File: src/rtl/cpu_pkg.sv
// cpu_pkg: shared store-size and store-FSM encodings for the multicycle datapath
package cpu_pkg;
  typedef enum logic [1:0] {
    SZ_ILLEGAL = 2'b00,
    SZ_WORD    = 2'b01,
    SZ_HALF    = 2'b10,
    SZ_BYTE    = 2'b11
  } size_e;
  typedef enum logic [1:0] {IDLE, READ, WRITE, DONE} state_e;
endpackage

File: src/rtl/store_lane_merge.sv
// store_lane_merge: little-endian insertion of a byte or halfword into a memory word
module store_lane_merge import cpu_pkg::*; #(
  parameter int DATA_W = 32
) (
  input  logic [DATA_W-1:0]           old,
  input  logic [DATA_W-1:0]           wdata,
  input  size_e                       size,
  input  logic [$clog2(DATA_W/8)-1:0] off,
  output logic [DATA_W-1:0]           merged
);
  localparam int LW = $clog2(DATA_W/8);
  logic [DATA_W-1:0] m;
  logic [LW+2:0] sh;
  // lane mask shifted to the byte offset; word replaces, illegal passes the old word
  always_comb begin
    m = size == SZ_BYTE ? DATA_W'(8'hff) : DATA_W'(16'hffff);
    sh = {off, 3'b000};
    merged = size == SZ_WORD ? wdata :
             size == SZ_ILLEGAL ? old :
             (old & ~(m << sh)) | ((wdata & m) << sh);
  end
endmodule

File: src/rtl/store_merge_unit.sv
// store_merge_unit: read-modify-write store sequencer with alignment check
module store_merge_unit import cpu_pkg::*; #(
  parameter int DATA_W = 32,
  parameter int ADDR_W = 32
) (
  input  logic              clk,
  input  logic              reset,
  input  logic              start,
  input  logic [1:0]        size,
  input  logic [ADDR_W-1:0] addr,
  input  logic [DATA_W-1:0] wdata,
  output logic [ADDR_W-1:0] mem_addr,
  output logic              mem_rd,
  output logic              mem_wr,
  output logic [DATA_W-1:0] mem_wdata,
  input  logic [DATA_W-1:0] mem_rdata,
  input  logic              mem_ready,
  output logic              busy,
  output logic              done,
  output logic              misaligned
);
  localparam int LW = $clog2(DATA_W/8);
  state_e state, nxt;
  size_e sz_in, size_q;
  logic [LW-1:0] off_q;
  logic [DATA_W-1:0] wdata_q, merge_q;
  logic bad;
  // decode the incoming request and flag anything that must be rejected
  always_comb begin
    sz_in = size_e'(size);
    bad = sz_in == SZ_ILLEGAL || (sz_in == SZ_WORD && addr[LW-1:0] != '0) || (sz_in == SZ_HALF && addr[0]);
  end
  // next-state: sub-word stores read first, rejected requests go straight to DONE
  always_comb begin
    nxt = state;
    case (state)
      IDLE:    nxt = !start ? IDLE : bad ? DONE : sz_in == SZ_WORD ? WRITE : READ;
      READ:    nxt = mem_ready ? WRITE : READ;
      WRITE:   nxt = mem_ready ? DONE : WRITE;
      default: nxt = IDLE;
    endcase
  end
  // state register with registered busy/done
  always_ff @(posedge clk or negedge reset)
    if (!reset) begin
      state <= IDLE;
      busy <= 1'b0;
      done <= 1'b0;
    end else begin
      state <= nxt;
      busy <= nxt != IDLE;
      done <= nxt == DONE;
    end
  // capture the request once in IDLE so later input changes are ignored
  always_ff @(posedge clk or negedge reset)
    if (!reset) begin
      mem_addr <= '0;
      off_q <= '0;
      size_q <= SZ_ILLEGAL;
      wdata_q <= '0;
      misaligned <= 1'b0;
    end else if (state == IDLE && start) begin
      mem_addr <= {addr[ADDR_W-1:LW], {LW{1'b0}}};
      off_q <= addr[LW-1:0];
      size_q <= sz_in;
      wdata_q <= wdata;
      misaligned <= bad;
    end
  // hold the word read back from memory as the merge base
  always_ff @(posedge clk or negedge reset)
    if (!reset) merge_q <= '0;
    else if (state == READ && mem_ready) merge_q <= mem_rdata;
  assign mem_rd = state == READ;
  assign mem_wr = state == WRITE;
  store_lane_merge #(.DATA_W(DATA_W)) u_merge (
    .old    (merge_q),
    .wdata  (wdata_q),
    .size   (size_q),
    .off    (off_q),
    .merged (mem_wdata)
  );
endmodule

File: config.mk
export PLATFORM = sky130hd
export DESIGN_NAME = store_merge_unit
export DESIGN_NICKNAME = d
export VERILOG_FILES = /design/src/rtl/cpu_pkg.sv /design/src/rtl/store_lane_merge.sv /design/src/rtl/store_merge_unit.sv
export SDC_FILE = /design/constraint.sdc
export NUM_CORES = 1
export LEC_CHECK = 0
export CAP_MARGIN = 10
export CORE_ASPECT_RATIO = 1.1
export CORE_MARGIN = 2
export CORE_UTILIZATION = 49
export CTS_BUF_LIST = sky130_fd_sc_hd__clkbuf_4 sky130_fd_sc_hd__clkbuf_8 sky130_fd_sc_hd__clkbuf_16
export DETAILED_ROUTE_END_ITERATION = 12
export PLACE_DENSITY = 0.93
export SLEW_MARGIN = 20
export SYNTH_ARGS = -nofsm -noshare
export SYNTH_HDL_FRONTEND = slang
export SYNTH_HIERARCHICAL = 1
export SYNTH_SLANG_ARGS = --single-unit
File: constraint.sdc
create_clock -name clk -period 2.9 [get_ports clk]
set_input_delay 0.58 -clock clk [delete_from_list [all_inputs] [get_ports clk]]
set_output_delay 0.58 -clock clk [all_outputs]
set_load 0.02 [all_outputs]
Word-level counts from Yosys, hierarchy flattened:

Index checks and enable logic that the tools add are counted.

* register bits after elaboration: 103
* input bits: 102

* muxes and demuxes: 9
* equal/unequal tests: 7
* bitwise operators: 4
* shift operators: 2
* reductions and logical operators: 11

Operators with widths (count)
* 32-bit AND: 2
* 32-bit 2-to-1 mux: 2
* 32-bit by 5-bit left shift with 32-bit output: 2
* 32-bit NOT: 1
* 32-bit OR: 1
* 16-bit 2-to-1 mux: 1
* 2-bit equality test (second input constant): 4
* 2-bit 2-to-1 mux: 4
* 2-bit by 1-bit equality test with 1-bit output (second input constant): 3
* 2-bit zero test: 3
* 2-bit case mux with 3 select lines: 1
* 1-bit logical AND: 4
* 2-bit nonzero test: 2
* 1-bit logical OR: 2
* 1-bit 2-to-1 mux: 1

Depth between registers and ports, before layout:

Gate-level depths: netlist (run 1).

* depth in word-level cells: 8
* depth in mapped cells: 7
* mapped depth without buffers: 4

Cells and area by module:

The synthesis (run 1) kept the hierarchy.

Modules (own cells, without submodules)
* store_merge_unit: cells each 230, area an instance 3907.5 um2, sequential area each 2577.5 um2, instances 1
* store_lane_merge: cells each 164, area an instance 1062.3 um2, sequential area each 0.0 um2, instances 1

Worst setup path before layout (run 1):

No wires, ideal clock.

* path kind: register to output
* start: reg off_q[0]
* end: out mem_wdata[25]
* cell stages (with the launch flop): 6
* arrival: 1.455 ns
* path buffers: 2
* slack: 0.865 ns
* cells stage by stage: dfrtp_1 > buf_2 > buf_2 > a21oi_1 > a22oi_1 > o21ai_0

* word-level cells in the longest chain between the ends: 6
* elaborated cells on any way between the ends: 7

RTL lines
* start: declaration: RTL line store_merge_unit.sv:25 `logic [LW-1:0] off_q;`
* start signal: assignment: RTL line store_merge_unit.sv:64 `off_q <= addr[LW-1:0];`
* 32-bit by 5-bit left shift with 32-bit output: RTL line store_lane_merge.sv:20 `(old & ~(m << sh)) | ((wdata & m) << sh);`
* 32-bit NOT: RTL line store_lane_merge.sv:20
* 32-bit AND: RTL line store_lane_merge.sv:20
* 32-bit OR (*): RTL line store_lane_merge.sv:20
* 32-bit 2-to-1 mux (*): RTL line store_lane_merge.sv:19 `size == SZ_ILLEGAL ? old :`
* 32-bit 2-to-1 mux (*): RTL line store_lane_merge.sv:18 `merged = size == SZ_WORD ? wdata :`
* end: declaration: RTL line store_merge_unit.sv:15 `output logic [DATA_W-1:0] mem_wdata,`

Every way passes the cells marked *; elsewhere a longest branch is shown, timed or not.

Worst setup path after layout (run 1):

* start: reg size_q[0]
* end: out mem_wdata[20]

* word-level cells in the longest chain between the ends: 8
* elaborated cells on any way between the ends: 12

RTL lines
* start: declaration: RTL line store_merge_unit.sv:24 `size_e sz_in, size_q;`
* start signal: assignment: RTL line store_merge_unit.sv:65 `size_q <= sz_in;`
* 2-bit equality test: RTL line store_lane_merge.sv:16 `m = size == SZ_BYTE ? DATA_W'(8'hff) : DATA_W'(16'hffff);`
* 16-bit 2-to-1 mux: RTL line store_lane_merge.sv:16
* 32-bit by 5-bit left shift with 32-bit output: RTL line store_lane_merge.sv:20
* 32-bit NOT: RTL line store_lane_merge.sv:20
* 32-bit AND: RTL line store_lane_merge.sv:20
* 32-bit OR: RTL line store_lane_merge.sv:20
* 32-bit 2-to-1 mux: RTL line store_lane_merge.sv:19
* 32-bit 2-to-1 mux (*): RTL line store_lane_merge.sv:18

Marked as above.

==> flow_metrics.py, run 1 <==
metrics = {
    "yosys": {
        "yosys_warnings": 6,
        "synthesis.area_um2": 4970,
        "synth_cells": 394,
        "yosysSeqAreaShare_pct": 51.9,
        "synth_edf_count": 0,
        "synth_ff_type": "dfrtp_1",
        "avgSynthCellArea_um2": 12.6,
        "synth_seq_cells": 103,
        "async_flop_share_pct": 100,
        "synth_cell_types": 40,
    },
    "sta": {
        "fin_hold_ws_ps": 172,
        "fin_skew_ps": 11.1,
        "max_freq_mhz": 359,
        "final.setup.tns_ps": 0,
        "setup_viol": 0,
        "period_share_pct": 96.2,
        "worst_pin_slew_ps": 539,
        "finalHoldViolations": 0,
        "drv_slew": 0,
        "maxSlewHeadroom_pct": 64.1,
        "rsz0062_at_grt": "false",
        "fin_crit_ps": 2790,
    },
    "cts": {
        "cts_buffer_depth": 2,
        "path_clk_slew_ps": 100,
        "htreeDepth": 3,
        "cts-root-buf": "clkbuf_8",
        "tritoncts": "done",
        "clk_latency_ps": 380,
        "cts.sinks": 103,
        "cts_hold_buf": 0,
        "cts_buffers": 9,
    },
    "detailed_routing": {
        "dr.pass1.iters": 4,
        "vias": 3924,
        "routed_wl_um": 13700,
        "drcViolationCount": 0,
        "ant_nets": 0,
        "via_per_inst": 5.63,
        "wl_per_cell_um": 19.6,
        "first_iter_violations": 227,
    },
    "critical_path": {
        "required_ps": 2320,
        "crit_path_end_kind": "output port",
        "arrival_ps": 2210,
        "cp_slowest_cell": "dfrtp_2",
        "cp_cell_sequence": "nor3b_4, and2_2, a211oi_4, buf_4, a221o_1, dlygate4sd2_1",
        "slowest_delay_ps": 470,
        "rr_worst_depth": 3,
        "cp_max_fo": 8,
        "critPathKind": "reg -> out",
        "start_kind": "flip-flop",
    },
    "run_status": {
        "status": "finished clean",
    },
    "place": {
        "dpl.hpwl_um": 10000,
        "numPortBuffers": 168,
        "globalplace.congestion": 0.904,
    },
    "cells_and_area": {
        "n_antenna_cell": 0,
        "final_common_cell": "clkdlybuf4s50_1",
        "drive_gt1_share_pct": 28.4,
        "final_cell_mix": "136 x clkdlybuf4s50_1, 104 x mux2_2, 100 x dfrtp_1, 22 x buf_4, 21 x dlygate4sd2_1",
        "fin_nets": 674,
        "final_util_pct": 72.1,
        "syn_to_final_growth_pct": 43.4,
    },
    "floorplanning": {
        "ioPinCount": 171,
        "rows": 38,
        "dieArea_um2": 11000,
        "core_um2": 9890,
        "initial_core_util_pct": 50.3,
        "die_h_um": 110,
        "die_w_um": 100,
    },
    "grt": {
        "grt_pass1_wl_um": 21300,
        "antenna_found_initial": 0,
        "grt_pass1_vias": 4181,
        "globalRouteOverflowTotal": 0,
        "grt_max_degree": 64,
        "grt.total_usage_pct": 25.6,
    },
    "power_and_ir_drop": {
        "ir_worst_vdd_uv": 625,
        "power_leakage_nw": 3.06,
        "powerDensity_nw_per_um2": 1280,
    },
    "hold_path": {
        "hold_class": "in -> async",
    },
    "flow_run": {
        "maxCapViolCount": 0,
    },
}
-- cell type report --
type | count | area (um^2)
fill | 700 | 2760
sequential | 103 | 2580
multi-input combinational | 256 | 2220
timing repair buffer | 194 | 1920
clock buffer | 12 | 153
tap | 120 | 150
clock inverter | 4 | 76.3
inverter | 8 | 30.0
-- power by group --
part	internal [W]	leakage, nW	switching (W)
logic	0.00268	1.73	0.00258
clock network	0.000533	0.114	0.000487
registers	0.00218	1.21	0.000670
-- sequential cells by signal (all words and copies together), names as in the netlist --
| name | flops |
|---|---|
| mem_addr | 30 |
| state | 2 |
| merge_q | 32 |
| busy | 1 |
| off_q | 2 |
| done | 1 |
| wdata_q | 32 |
| size_q | 2 |
| misaligned | 1 |
-- kinds of logic (layout without fill, tap and decap cells) --
group,after synthesis,in the layout,synth area share (%)
flip-flops,103,103,51.9
AO/OA/AOI/OAI,81,81,12.0
multiplexers,106,106,24.2
buffers and inverters,36,218,4.23
AND/OR/NAND/NOR,67,67,7.63
other,1,2,0.0755
-- repair_timing --
item | 4_1_cts | 5_1_grt
gates resized for setup | 34 | 10
endpoints found under the setup margin | 30 | 10
pin swaps | 1 | 0
setup buffers | 9 | 0
endpoints found under the hold margin | 0 | 0
-- worst max-delay path, delay by kind of cell, from the launching register on --
| family | cells | cell delay [ps] |
|---|---|---|
| AND/OR/NAND/NOR | 2 | 530 |
| flip-flops | 1 | 470 |
| buffers and inverters | 2 | 470 |
| AO/OA/AOI/OAI | 2 | 380 |
-- synthesized netlist by cell type, drive strengths merged, types with 8 or more instances --
cell    instances  share of area, %
a21oi          16               1.6
o21ai           9              0.91
nand4           9               1.1
nand2          15               1.3
a221o          11               2.2
nor2           15               1.3
inv             8              0.60
a22oi          12               1.8
buf            21               2.5
o211ai         11               1.7
dfrtp         103                52
nor2b           8               1.0
mux2          106                24
-- stage by stage --
step	instance area [um^2]	setup WS, ps	total power [W]	instances
after floorplan	4970	865	0.00585	395
after global placement	6780	213	0.00797	672
after detailed placement	6780	129	0.00814	672
after CTS	7100	4.74	0.00919	697
after global routing	7130	7.71	0.00966	697
final	7130	111	0.00913	697
-- final timing paths --
kind | startpoint | end | slack [ps]
worst max-delay path | size_q[0]$_DFFE_PN0P_ | mem_wdata[20] | 110
worst min-delay path | reset | mem_addr[4]$_DFFE_PN0P_ | 170
worst max register to register | state[1]$_DFF_PN0_ | merge_q[12]$_DFFE_PN0N_ | 1190
worst min register to register | merge_q[4]$_DFFE_PN0N_ | merge_q[4]$_DFFE_PN0N_ | 510
max in group asynchronous | reset | size_q[1]$_DFFE_PN0P_ | 2000
min in group clk | merge_q[4]$_DFFE_PN0N_ | merge_q[4]$_DFFE_PN0N_ | 510
-- layer usage --
metal / GRT usage [%] / vias to the layer above / share of wire [%]
met5: 0 / - / 0
met4: 10.3 / 0 / 2.8
met3: 7.76 / 27 / 7.6
met2: 43.9 / 179 / 51
met1: 30.1 / 1907 / 39
li1: - / 1811 / -
No activity file was read; power rests on OpenSTA's default activity.
==> inputs of run 2 (changes only) <==
CORE_UTILIZATION = 46   (was 49)
PLACE_DENSITY = 0.88   (was 0.93)
==> run 2 against run 1 <==
Compared with the run above:
- fmax down 0.20%
- global-route usage fell by 1.6 points
- sequential power barely moved
- clock skew fell by 5.3 ps
- register-to-register slack worse by 20 ps
- cell count up 3.9%
- critical path type unchanged
- design area is 1.3% higher
- non-clock buffer count rose by 4
- flip-flop and latch count did not move
- clock power grew 20%
- total power rose by 2.6%
- clock-buffer cell count fell by 1
==> flow_metrics.py, run 2 (synthesis results as in run 1) <==
metrics = {
    "grt": {
        "grt_pass1_vias": 4254,
        "grt_max_degree": 56,
        "antenna_found_initial": 0,
        "globalRouteOverflowTotal": 0,
        "grt_pass1_wl_um": 21300,
        "grt.total_usage_pct": 23.9,
    },
    "critical_path": {
        "start_kind": "flip-flop",
        "critPathKind": "reg -> out",
        "required_ps": 2320,
        "crit_top_cell": "buf_4",
        "rr_endpoint": "wdata_q[26]$_DFFE_PN0P_",
        "arrival_ps": 2210,
        "crit_cells": 7,
        "crit_path_end_kind": "output port",
        "slowest_delay_ps": 480,
        "cp_max_fo": 15,
        "rr_worst_depth": 3,
        "cp_slowest_cell": "dfrtp_2",
        "critPathTopFamily": "buffers and inverters",
        "cp_cell_sequence": "inv_2, nor2_1, buf_4, nor2_4, buf_4, mux2_2, dlygate4sd2_1",
        "critPathCapture": "mem_wdata[1]",
        "critPathBufInv": 4,
        "r2r-start": "state[1]$_DFF_PN0_",
        "crit_path_start": "size_q[0]$_DFFE_PN0P_",
        "rrSetupSlack_ps": 1170,
    },
    "cts": {
        "htreeDepth": 3,
        "cts_buffer_depth": 2,
        "cts-root-buf": "clkbuf_16",
        "cts_buffers": 9,
        "path_clk_slew_ps": 70,
        "clk_latency_ps": 340,
        "cts_hold_buf": 0,
        "cts.sinks": 103,
        "tritoncts": "done",
    },
    "place": {
        "placed_area_um2": 6820,
        "dpl.hpwl_um": 9950,
        "numPortBuffers": 168,
        "globalplace.congestion": 0.875,
    },
    "detailed_routing": {
        "via_per_inst": 5.53,
        "dr.pass1.iters": 5,
        "wl_met3_um": 924,
        "maxUsedRoutingLayer": "met4",
        "wl_per_cell_um": 18.5,
        "met1Wirelength_um": 5290,
        "ant_nets": 0,
        "met2_length_um": 6800,
        "drcViolationCount": 0,
        "routed_wl_um": 13400,
        "first_iter_violations": 192,
        "vias": 4006,
    },
    "cells_and_area": {
        "drive_gt1_share_pct": 28.2,
        "syn_to_final_growth_pct": 45.3,
        "fin_nets": 678,
        "top_regs": "merge_q: 32 flops, wdata_q: 32 flops, mem_addr: 30 flops",
        "n_antenna_cell": 0,
        "final_cell_area_um2": 7220,
        "final_cell_mix": "145 x clkdlybuf4s50_1, 104 x mux2_2, 101 x dfrtp_1, 30 x buf_4, 16 x a21oi_1",
        "final_common_cell": "clkdlybuf4s50_1",
        "nFillCells": 794,
    },
    "sta": {
        "worst_pin_slew_ps": 693,
        "final.setup.tns_ps": 0,
        "setup_viol": 0,
        "maxSlewHeadroom_pct": 53.8,
        "fin_crit_ps": 2790,
        "finalHoldViolations": 0,
        "period_share_pct": 96.4,
        "fin_skew_ps": 5.83,
        "fin_hold_ws_ps": 285,
        "max_freq_mhz": 358,
        "drv_slew": 0,
    },
    "hold_path": {
        "hold_class": "in -> async",
    },
    "power_and_ir_drop": {
        "ir_worst_vdd_uv": 648,
        "power_leakage_nw": 3.08,
        "powerDensity_nw_per_um2": 1300,
    },
    "flow_run": {
        "maxCapViolCount": 0,
    },
    "floorplanning": {
        "initial_core_util_pct": 47.6,
        "ioPinCount": 171,
        "dieArea_um2": 11700,
        "die_h_um": 113,
        "core_um2": 10400,
        "die_w_um": 103,
        "rows": 39,
    },
    "run_status": {
        "status": "finished clean",
    },
}
[run 2: layout make-up]
type	count	area, um^2	share of cell area [%]
repair buffers	198	1930	26.7
clock buffers	11	246	3.41
multi-input cells	256	2200	30.5
clock inverters	5	56.3	0.780
well taps	143	179	2.48
flip-flops and latches	103	2580	35.7
inverters	8	30.0	0.416
[run 2: metal layers]
| layer | GRT usage (%) | vias up |
|---|---|---|
| met5 | 0 | - |
| met3 | 6.61 | 26 |
| li1 | - | 1823 |
| met1 | 28.5 | 1988 |
| met4 | 9.82 | 0 |
| met2 | 40.5 | 169 |
[run 2: per-stage QoR]
step,util [%],cells,worst slack [ps],power (W)
after floorplan,-,395,865,0.00585
after global placement,65.3,698,208,0.00800
after detailed placement,65.3,698,176,0.00814
after CTS,68.6,720,0.515,0.00937
after global routing,69.1,724,-0.579,0.00990
final,69.1,724,105,0.00936
[run 2: how the worst min path moves through the flow]
stage | from | end | slack (ps) | cells past startpoint
after floorplan | reset | busy$_DFF_PN0_ | 280 | 0
after global placement | merge_q[5]$_DFFE_PN0N_ | merge_q[5]$_DFFE_PN0N_ | 490 | 1
after detailed placement | mem_addr[17]$_DFFE_PN0P_ | mem_addr[17]$_DFFE_PN0P_ | 490 | 1
after CTS | reset | mem_addr[31]$_DFFE_PN0P_ | 310 | 1
after global routing | reset | mem_addr[18]$_DFFE_PN0P_ | 330 | 1
final | reset | mem_addr[18]$_DFFE_PN0P_ | 290 | 1
[run 2: repair_timing]
action,in CTS,in global routing
gates resized for setup,15,13
buffers inserted,6,4
setup endpoints to repair,22,22
pin swaps,1,2
[run 2: where the power goes]
| group | total [W] | internal (W) | switching (W) |
|---|---|---|---|
| Sequential | 0.00282 | 0.00218 | 0.000643 |
| Combinational | 0.00532 | 0.00276 | 0.00256 |
| Clock | 0.00122 | 0.000703 | 0.000522 |
| Total | 0.00936 | 0.00564 | 0.00373 |
==> inputs of run 3 (changes only) <==
SKIP_LAST_GASP = 1   (was default)
==> run 3 against run 2 <==
Compared with the run above:
- sequential power about the same
- sequential share of layout area hardly changed
- clock-buffer cell count unchanged
- clock skew about the same
- fmax up 0.30%
- highest routed layer unchanged
==> flow_metrics.py, run 3 (synthesis results as in run 1) <==
metrics = {
    "sta": {
        "drv_slew": 0,
        "maxSlewHeadroom_pct": 53.8,
        "worst_pin_slew_ps": 693,
        "finalHoldViolations": 0,
        "fin_skew_ps": 5.90,
        "period_share_pct": 96.1,
        "max_freq_mhz": 359,
        "fin_hold_ws_ps": 285,
        "setup_slack_ps": 114,
        "fin_crit_ps": 2790,
        "final.setup.tns_ps": 0,
        "rsz0062_at_grt": "true",
        "setup_viol": 0,
    },
    "power_and_ir_drop": {
        "ir_worst_vdd_uv": 648,
        "switching_power_w": 0.00372,
        "power_w": 0.00938,
        "seqPwrFrac_pct": 30.1,
        "p_comb_share_pct": 56.9,
        "netSwitchingFraction_pct": 39.7,
        "clkPwrFrac_pct": 13.1,
        "p_int_w": 0.00566,
        "power_leakage_nw": 3.10,
        "powerDensity_nw_per_um2": 1300,
    },
    "cells_and_area": {
        "n_antenna_cell": 0,
        "fin_cells": 724,
        "nFillCells": 790,
        "drive_gt1_share_pct": 28.2,
        "syn_to_final_growth_pct": 45.4,
        "top_regs": "merge_q: 32 flops, wdata_q: 32 flops, mem_addr: 30 flops",
        "final_common_cell": "clkdlybuf4s50_1",
        "multi_input_area_um2": 2200,
        "ff_latch_area_um2": 2580,
        "final_cell_mix": "145 x clkdlybuf4s50_1, 104 x mux2_2, 101 x dfrtp_1, 30 x buf_4, 16 x a21oi_1",
        "fin_nets": 678,
    },
    "grt": {
        "grt.total_usage_pct": 23.9,
        "grt_max_degree": 56,
        "globalRouteOverflowTotal": 0,
        "grt_pass1_wl_um": 21300,
        "antenna_found_initial": 0,
        "grt_pass1_vias": 4254,
    },
    "floorplanning": {
        "die_h_um": 113,
        "initial_core_util_pct": 47.6,
        "die_w_um": 103,
        "core_um2": 10400,
        "rows": 39,
        "ioPinCount": 171,
        "dieArea_um2": 11700,
    },
    "critical_path": {
        "crit_path_end_kind": "output port",
        "slowest_delay_ps": 640,
        "start_kind": "flip-flop",
        "cp_cell_sequence": "buf_4, nand2b_1, a21o_1, o211ai_1, o211ai_1, clkdlybuf4s50_1",
        "required_ps": 2320,
        "crit_top_cell": "o211ai_1",
        "cp_slowest_cell": "clkdlybuf4s50_1",
        "r2r-start": "state[1]$_DFF_PN0_",
        "crit_path_start": "off_q[0]$_DFFE_PN0P_",
        "cp_max_fo": 12,
        "arrival_ps": 2210,
        "critPathKind": "reg -> out",
    },
    "place": {
        "dp_slack_ps": 176,
        "globalplace.congestion": 0.875,
        "dpl.hpwl_um": 9950,
        "numPortBuffers": 168,
        "placedCellCount": 698,
    },
    "detailed_routing": {
        "routed_wl_um": 13400,
        "first_iter_violations": 175,
        "via_per_inst": 5.50,
        "vias": 3981,
        "ant_nets": 0,
        "drcViolationCount": 0,
        "dr.pass1.iters": 4,
        "wl_per_cell_um": 18.5,
    },
    "cts": {
        "path_clk_slew_ps": 70,
        "clk_latency_ps": 340,
        "htreeDepth": 3,
        "cts.sinks": 103,
        "cts-root-buf": "clkbuf_16",
        "tritoncts": "done",
        "cts_buffers": 9,
        "cts_hold_buf": 0,
        "cts_buffer_depth": 2,
    },
    "run_status": {
        "status": "finished clean",
    },
    "flow_run": {
        "maxCapViolCount": 0,
    },
    "hold_path": {
        "hold_class": "in -> async",
    },
}
[run 3: changes by cell type in the layout (fill, tap and decap cells not counted), sizes merged]
cell          before  now
dlymetal6s2s      10   12
dlygate4sd2       12   10
[run 3: final timing paths]
path	depth (start not counted)	slack, ps	endpoint
max	6	110	mem_wdata[14]
min	1	290	mem_addr[18]$_DFFE_PN0P_
max reg2reg	3	1170	wdata_q[26]$_DFFE_PN0P_
min reg2reg	1	510	mem_addr[26]$_DFFE_PN0P_
max in group asynchronous	2	1750	size_q[1]$_DFFE_PN0P_
min in group clk	1	510	mem_addr[26]$_DFFE_PN0P_
[run 3: metal layers]
metal	wire (um)	vias to the layer above	track usage [%]
li1	-	1822	-
met1	5280	1979	28.5
met2	6830	154	40.5
met3	878	26	6.61
met4	399	0	9.82
met5	0	-	0
[run 3: cell type report]
type,count,share of cell area (%)
repair buffers,198,26.8
well taps,143,2.48
multi-input cells,256,30.5
clock buffers,11,3.41
inverters,8,0.416
clock inverters,5,0.779
flip-flops and latches,103,35.7
[run 3: what timing repair did]
| item | in CTS | in global routing |
|---|---|---|
| pin swaps | 1 | 1 |
| setup buffers | 6 | 4 |
| resized for setup | 13 | 15 |
| endpoints found under the setup margin | 22 | 24 |
[run 3: power by group through the flow]
stage	logic (W)	registers, W	clock network, W
after floorplan	0.00297	0.00288	0
after global placement	0.00518	0.00282	0
after detailed placement	0.00529	0.00285	0
after CTS	0.00532	0.00282	0.00125
after global routing	0.00568	0.00292	0.00131
final	0.00533	0.00282	0.00123
[run 3: metrics by stage]
stage	utilization, %	area [um^2]
3_3_place_gp	65.3	6820
6_report	69.2	7230
2_1_floorplan	-	4970
4_1_cts	68.6	7170
3_5_place_dp	65.3	6820
5_1_grt	69.2	7230
[run 3: critical path: cells and delay by family, from the launching register on]
kind,cells,cell delay [ps]
DFF,1,440
and+or+nand+nor,1,110
AOI/OAI and AO/OA,3,470
buffers and inverters,2,840
